--- config.mk ---
export PLATFORM = sky130hd
export DESIGN_NAME = qam_demod_sequencer_flat
export DESIGN_NICKNAME = d
export VERILOG_FILES = /design/src/rtl/qam_pkg.sv /design/src/rtl/qam_demod_sequencer_if.sv /design/src/rtl/qam_phase_gen.sv /design/src/rtl/qam_demod_sequencer.sv /design/src/flat_wrapper.sv
export SDC_FILE = /design/constraint.sdc
export NUM_CORES = 1
export LEC_CHECK = 0
export CAP_MARGIN = 10
export CORE_ASPECT_RATIO = 0.9
export CORE_MARGIN = 5
export CORE_UTILIZATION = 55
export CTS_BUF_LIST = sky130_fd_sc_hd__clkbuf_8
export DETAILED_ROUTE_END_ITERATION = 10
export PLACE_DENSITY = 0.85
export SKIP_CTS_REPAIR_TIMING = 1
export SYNTH_ARGS = -nofsm -noshare
export SYNTH_HDL_FRONTEND = slang
export SYNTH_SLANG_ARGS = --single-unit
--- constraint.sdc ---
create_clock -name clk -period 2.33 [get_ports clk]
set_input_delay 0.699 -clock clk [delete_from_list [all_inputs] [get_ports clk]]
set_output_delay 0.699 -clock clk [all_outputs]
set_load 0.02 [all_outputs]
--- src/rtl/qam_pkg.sv ---
// Shared types and symbol mapping for the QAM demodulator and modulator sides.
package qam_pkg;

  localparam int unsigned DIBIT_W = 2;
  localparam int unsigned BYTE_W  = 8;

  localparam logic [BYTE_W-1:0] SYNC_WORD_DEFAULT = 8'hB4;

  typedef enum logic [0:0] {
    HUNT   = 1'b0,
    LOCKED = 1'b1
  } seq_state_e;

  // 2-bit Gray to binary: 00->00, 01->01, 11->10, 10->11
  function automatic logic [DIBIT_W-1:0] gray_decode(input logic [DIBIT_W-1:0] g);
    return {g[1], g[1] ^ g[0]};
  endfunction

endpackage

--- src/rtl/qam_demod_sequencer_if.sv ---
// Byte stream from the demodulator sequencer to its valid/ready consumer.
interface qam_demod_sequencer_if;
  import qam_pkg::*;

  logic [BYTE_W-1:0] byte_data;
  logic              byte_valid;
  logic              byte_ready;

  modport master (output byte_data, output byte_valid, input byte_ready);
  modport slave  (input byte_data, input byte_valid, output byte_ready);

endinterface

--- src/rtl/qam_phase_gen.sv ---
// Carrier LUT phase counter and symbol sampling strobe for the demod sequencer.
module qam_phase_gen #(
  parameter int unsigned SPS          = 16,
  parameter int unsigned PHASE_W      = 4,
  parameter int unsigned SAMPLE_PHASE = 15
) (
  input  logic               clk,
  input  logic               rst,
  input  logic               en,
  output logic [PHASE_W-1:0] phase_addr,
  output logic               sym_tick,
  output logic               sample_c
);

  // Capture edge: the same edge that raises sym_tick
  assign sample_c = en && (phase_addr == PHASE_W'(SAMPLE_PHASE));

  always_ff @(posedge clk) begin
    if (rst) begin
      phase_addr <= '0;
      sym_tick   <= 1'b0;
    end else if (en) begin
      phase_addr <= (phase_addr == PHASE_W'(SPS - 1)) ? '0 : phase_addr + PHASE_W'(1);
      sym_tick   <= sample_c;
    end else begin
      sym_tick   <= 1'b0;
    end
  end

endmodule

--- src/rtl/qam_demod_sequencer.sv ---
// QAM demod controller: LUT phase, sync hunt, symbol-to-byte packing, byte handshake.
// Define QAM_SEQ_GRAY_EN to Gray-decode each captured dibit before hunting and packing.
module qam_demod_sequencer
  import qam_pkg::*;
#(
  parameter int unsigned       SPS          = 16,
  parameter int unsigned       PHASE_W      = 4,
  parameter int unsigned       SAMPLE_PHASE = 15,
  parameter logic [BYTE_W-1:0] SYNC_WORD    = SYNC_WORD_DEFAULT,
  parameter int unsigned       FRAME_BYTES  = 8
) (
  input  logic                 clk,
  input  logic                 rst,
  input  logic                 en,
  input  logic [DIBIT_W-1:0]   data_demod,
  output logic [PHASE_W-1:0]   phase_addr,
  output logic                 sym_tick,
  qam_demod_sequencer_if.master byte_if,
  output logic                 locked,
  output logic                 frame_done,
  output logic                 overflow,
  input  logic                 ovf_clr
);

  logic                       sample_c;
  logic [DIBIT_W-1:0]         dibit_c;
  logic [BYTE_W-1:0]          hunt_word_c;
  logic [BYTE_W-1:0]          byte_word_c;
  logic                       byte_done_c;
  logic                       frame_end_c;
  logic                       drop_c;

  seq_state_e                 state;
  logic [BYTE_W-DIBIT_W-1:0]  shreg;
  logic [BYTE_W-DIBIT_W-1:0]  pack;
  logic [1:0]                 dibit_cnt;
  logic [BYTE_W-1:0]          byte_cnt;

  qam_phase_gen #(
    .SPS          (SPS),
    .PHASE_W      (PHASE_W),
    .SAMPLE_PHASE (SAMPLE_PHASE)
  ) u_phase_gen (
    .clk        (clk),
    .rst        (rst),
    .en         (en),
    .phase_addr (phase_addr),
    .sym_tick   (sym_tick),
    .sample_c   (sample_c)
  );

`ifdef QAM_SEQ_GRAY_EN
  assign dibit_c = gray_decode(data_demod);
`else
  assign dibit_c = data_demod;
`endif

  // Only the three most recent symbols are stored; the fourth is the one arriving now
  assign hunt_word_c = {shreg, dibit_c};
  assign byte_word_c = {pack, dibit_c};
  assign byte_done_c = sample_c && (state == LOCKED) && (dibit_cnt == 2'd3);
  assign frame_end_c = byte_done_c && (byte_cnt == BYTE_W'(FRAME_BYTES - 1));
  assign drop_c      = byte_done_c && byte_if.byte_valid && !byte_if.byte_ready;

  always_ff @(posedge clk) begin
    if (rst) begin
      state              <= HUNT;
      shreg              <= '0;
      pack               <= '0;
      dibit_cnt          <= '0;
      byte_cnt           <= '0;
      locked             <= 1'b0;
      frame_done         <= 1'b0;
      overflow           <= 1'b0;
      byte_if.byte_data  <= '0;
      byte_if.byte_valid <= 1'b0;
    end else begin
      frame_done <= frame_end_c;

      if (sample_c) begin
        case (state)
          HUNT: begin
            shreg <= hunt_word_c[BYTE_W-DIBIT_W-1:0];
            if (hunt_word_c == SYNC_WORD) begin
              state     <= LOCKED;
              locked    <= 1'b1;
              dibit_cnt <= '0;
              byte_cnt  <= '0;
            end
          end
          LOCKED: begin
            pack      <= byte_word_c[BYTE_W-DIBIT_W-1:0];
            dibit_cnt <= dibit_cnt + 2'd1;
            if (dibit_cnt == 2'd3) begin
              if (frame_end_c) begin
                state    <= HUNT;
                locked   <= 1'b0;
                shreg    <= '0;
                byte_cnt <= '0;
              end else begin
                byte_cnt <= byte_cnt + BYTE_W'(1);
              end
            end
          end
          default: state <= HUNT;
        endcase
      end

      // Output slot: a completing byte only lands if the slot is free or draining now
      if (byte_done_c && (!byte_if.byte_valid || byte_if.byte_ready)) begin
        byte_if.byte_data  <= byte_word_c;
        byte_if.byte_valid <= 1'b1;
      end else if (byte_if.byte_valid && byte_if.byte_ready) begin
        byte_if.byte_valid <= 1'b0;
      end

      if (drop_c) begin
        overflow <= 1'b1;
      end else if (ovf_clr) begin
        overflow <= 1'b0;
      end
    end
  end

endmodule

--- src/flat_wrapper.sv ---
// flat-port wrapper written by rule: the top's interface ports become plain ports
module qam_demod_sequencer_flat import qam_pkg::*;
#(
  parameter int unsigned       SPS          = 16,
  parameter int unsigned       PHASE_W      = 4,
  parameter int unsigned       SAMPLE_PHASE = 15,
  parameter logic [BYTE_W-1:0] SYNC_WORD    = SYNC_WORD_DEFAULT,
  parameter int unsigned       FRAME_BYTES  = 8
)
  (clk, rst, en, data_demod, phase_addr, sym_tick, locked, frame_done, overflow, ovf_clr, byte_if_byte_data, byte_if_byte_valid, byte_if_byte_ready);
  qam_demod_sequencer_if byte_if_i ();
  input  logic clk;
  input  logic rst;
  input  logic en;
  input  logic [DIBIT_W-1:0] data_demod;
  output logic [PHASE_W-1:0] phase_addr;
  output logic sym_tick;
  output logic locked;
  output logic frame_done;
  output logic overflow;
  input  logic ovf_clr;
  output wire logic [$bits(byte_if_i.byte_data)-1:0] byte_if_byte_data;
  output wire logic [$bits(byte_if_i.byte_valid)-1:0] byte_if_byte_valid;
  input wire logic [$bits(byte_if_i.byte_ready)-1:0] byte_if_byte_ready;
  assign byte_if_byte_data = byte_if_i.byte_data;
  assign byte_if_byte_valid = byte_if_i.byte_valid;
  assign byte_if_i.byte_ready = byte_if_byte_ready;
  qam_demod_sequencer #(.SPS(SPS), .PHASE_W(PHASE_W), .SAMPLE_PHASE(SAMPLE_PHASE), .SYNC_WORD(SYNC_WORD), .FRAME_BYTES(FRAME_BYTES)) u_core (.clk(clk), .rst(rst), .en(en), .data_demod(data_demod), .phase_addr(phase_addr), .sym_tick(sym_tick), .byte_if(byte_if_i), .locked(locked), .frame_done(frame_done), .overflow(overflow), .ovf_clr(ovf_clr));
endmodule
==> impl_results.md <==
* Status: finished clean
* Final Max Slew Viols at 0
* Share of layout cells above drive strength 1 at 14.9%
* Chip height at between 60 and 70 um
* Gr ovfl total at 0
* Setup crit end kind: flip-flop
* NumNets Final at 224
* Syn nets at between 150 and 200
* Peak Freq at 461 MHz
* Leading area contributor after synthesis: dfxtp_1
* Unrepaired setup endpoints after global routing: false
* Final setup fails at 0
* CTS sink cnt at 40
* Antenna viol nets, final at 0
* CTS H-tree lvls at 2
* Post-synthesis register bit count at 40
* Final hold violations at 0
* Clk Tree Root Cell: clkbuf_8
* Die ar. at 0.00425 sq mm
* DPL Wire Length at 2760 um
* Gr usage total at about a fifth
* Crit path from: en
* Final Cycle Share at a little over 90%
* Effective utilization at floorplan at a little under three fifths
* Buffers on Ports at 23
* Max-Cap Viols at 0
* Setup TNS at 0 ps
* GP Congestion at ~0.84
* CTS clk-pin slew, worst paths at roughly 70 ps
* Core Region at 0.00300 sq mm
* R2R depth at 5
* N_diodes at 0
* Iteration-0 DRC Markers at 59
* Post-route minimum period at approximately 2200 ps
* Crit path required time at between 2000 and 3000 ps
* Vias at between 1000 and 1500
* Worst hold start: u_core.pack[4]
* Drt total wl at 3730 um
* Static leakage at about 0.00075 uW
* Peak VDD IR at 0.436 mV
* Top cell type's share of synthesized area at approximately 48%
* CP startpoint kind: input pin
* FF-to-FF setup slack at 410 ps
* Pwr dens at approximately 570 mW/mm^2
* Min-Delay Path Depth at 2
* Synth Area per Inst at approximately 9.5 sq um
* First-pass GRT wire length at between 6000 and 7000 um
* Bufs on Longest Clock Path at 2
* Area delta synth->final at 27.5%
* Die W at roughly 68 um
* Initial antenna violation count at 0
* DR pass1 iterations at 4
* Slew @ Worst Pin at around 560 ps
* Post-synth cell types at 41
* TritonCTS clock tree: built
* Synth Instances at between 150 and 200
* Drc violations at 0
* Final Power at around 1200 uW
* Most frequent cells in the layout: dfxtp_1 (40), clkdlybuf4s50_1 (23), a21oi_1 (20), nand2_1 (16), nand3_1 (16)
* Fin util at 71.4%
* CP Max Fanout at 4
* Hold Crit Endpoint: u_core.pack[4]
* Final instance area at between 0.002 and 0.0025 sq mm
* Setup CP Type: in2reg
* Register area share after synthesis at 47.8%
* Row count at 19
* Ports at 24
* Clk_lat worst skew at between 200 and 300 ps
* Worst Hold Class: reg2reg
* Vias per std cell at ~5.6
* Synthesized area at around 0.0017 sq mm
* Worst clock skew at 7.61 ps
* Normalized max-slew margin at approximately 62%
* Reg2reg end: u_core.byte_cnt[3]
* Yosys warns at 0
* DR WL/cell at about 15 um
* Reg-to-Reg Start: u_core.u_phase_gen.phase_addr[0]
* Clock buffer count from CTS at 5
* Vias in the first global route at 1508
* Most common cell after layout, fill and taps aside: dfxtp_1
* Synth top area cells: dfxtp_1 (48%), a21oi_1 (6.0%), mux2i_1 (5.4%), nand3_1 (4.8%), nand2_1 (3.6%)
* Area post-placement at between 0.002 and 0.0025 sq mm
* Largest net degree at the start of global routing at 17
* CP Data Arrival Time at around 2400 ps
[cells by family after synthesis]
group	count (synthesis)	synth area share, %
multiplexers	9	5.37
adder cells (fa/ha/maj)	3	2.24
AND/OR/NAND/NOR	73	24.6
flip-flops	40	47.8
XOR/XNOR	2	1.04
buffers and inverters	8	2.61
AO/OA/AOI/OAI	41	16.3
[critical path, cell delays in order]
cell             delay, ps
clkdlybuf4s50_1        550
and4_1                 400
nand2_4                 70
or4_1                  510
a31oi_1                160
[report_power, final]
| part | switching (uW) | leakage [uW] | internal, uW |
|---|---|---|---|
| sequential | 5.62 | 0.000322 | 687 |
| clock | 237 | 0.0000486 | 236 |
| combinational | 27.4 | 0.000378 | 29.4 |
[cells in the mapped netlist]
cell type / count
nor2b_1: 2
ha_1: 3
nand2_4: 1
and2_1: 1
and4_1: 1
nand2_1: 16
and3b_1: 1
or4_1: 5
a22o_1: 6
or2_2: 1
nand3_4: 1
inv_1: 1
o31ai_1: 4
a31oi_4: 1
a21oi_1: 20
nand3_1: 16
nand4_1: 1
nand4_2: 1
xnor2_1: 1
nor3_4: 1
nor4_1: 1
a31oi_1: 3
nor3_1: 3
and4bb_2: 2
buf_1: 1
o21ba_2: 1
o21ai_0: 2
or3_1: 3
mux2i_1: 9
xor2_1: 1
buf_4: 1
dfxtp_1: 40
nor2_1: 15
a41oi_1: 1
buf_2: 2
a211oi_1: 1
clkbuf_1: 2
a21boi_0: 1
o211ai_1: 1
buf_6: 1
and2_2: 1
[area by class of cell]
type | instances | area [sq um]
sequential | 40 | 801
timing repair buffer | 38 | 355
inverter | 1 | 3.75
tap | 42 | 52.6
clock inverter | 2 | 11.3
multi-input combinational | 128 | 832
clock buffer | 6 | 82.6
fill | 218 | 857
[how the worst max path moves through the flow]
stage	slack, ps	depth (start not counted)	to
after floorplan	430	6	u_core.byte_cnt[3]
after global placement	-50	5	u_core.byte_cnt[7]
after detailed placement	-130	5	u_core.byte_cnt[5]
after CTS	160	5	u_core.byte_cnt[5]
after global routing	50	5	u_core.byte_cnt[7]
final	160	5	u_core.byte_cnt[3]
[sequential cells by signal (all words and copies together) (netlist names)]
signal	flops
u_core.pack	6
u_core.byte_if.byte_data	8
u_core.u_phase_gen.phase_addr	4
u_core.byte_if.byte_valid	1
u_core.u_phase_gen.sym_tick	1
u_core.frame_done	1
u_core.locked	1
u_core.state	1
u_core.overflow	1
u_core.shreg	6
u_core.dibit_cnt	2
u_core.byte_cnt	8
[layer usage]
layer / GRT usage [%] / wire length, um / up-vias
met1: 22.7 / 1630 / 692
met5: 0 / 0 / -
met4: 7.94 / 42 / 0
met3: 5.58 / 117 / 6
li1: - / - / 724
met2: 33.1 / 1940 / 24
[stage by stage]
stage          cells  hold WS [ps]  setup WS [ps]
2_1_floorplan    176           436            426
3_3_place_gp     249           447          -46.7
3_5_place_dp     249           452           -135
4_1_cts          257           467            157
5_1_grt          257           493           54.7
6_report         257           467            161
(Power assumes the default switching activity.)
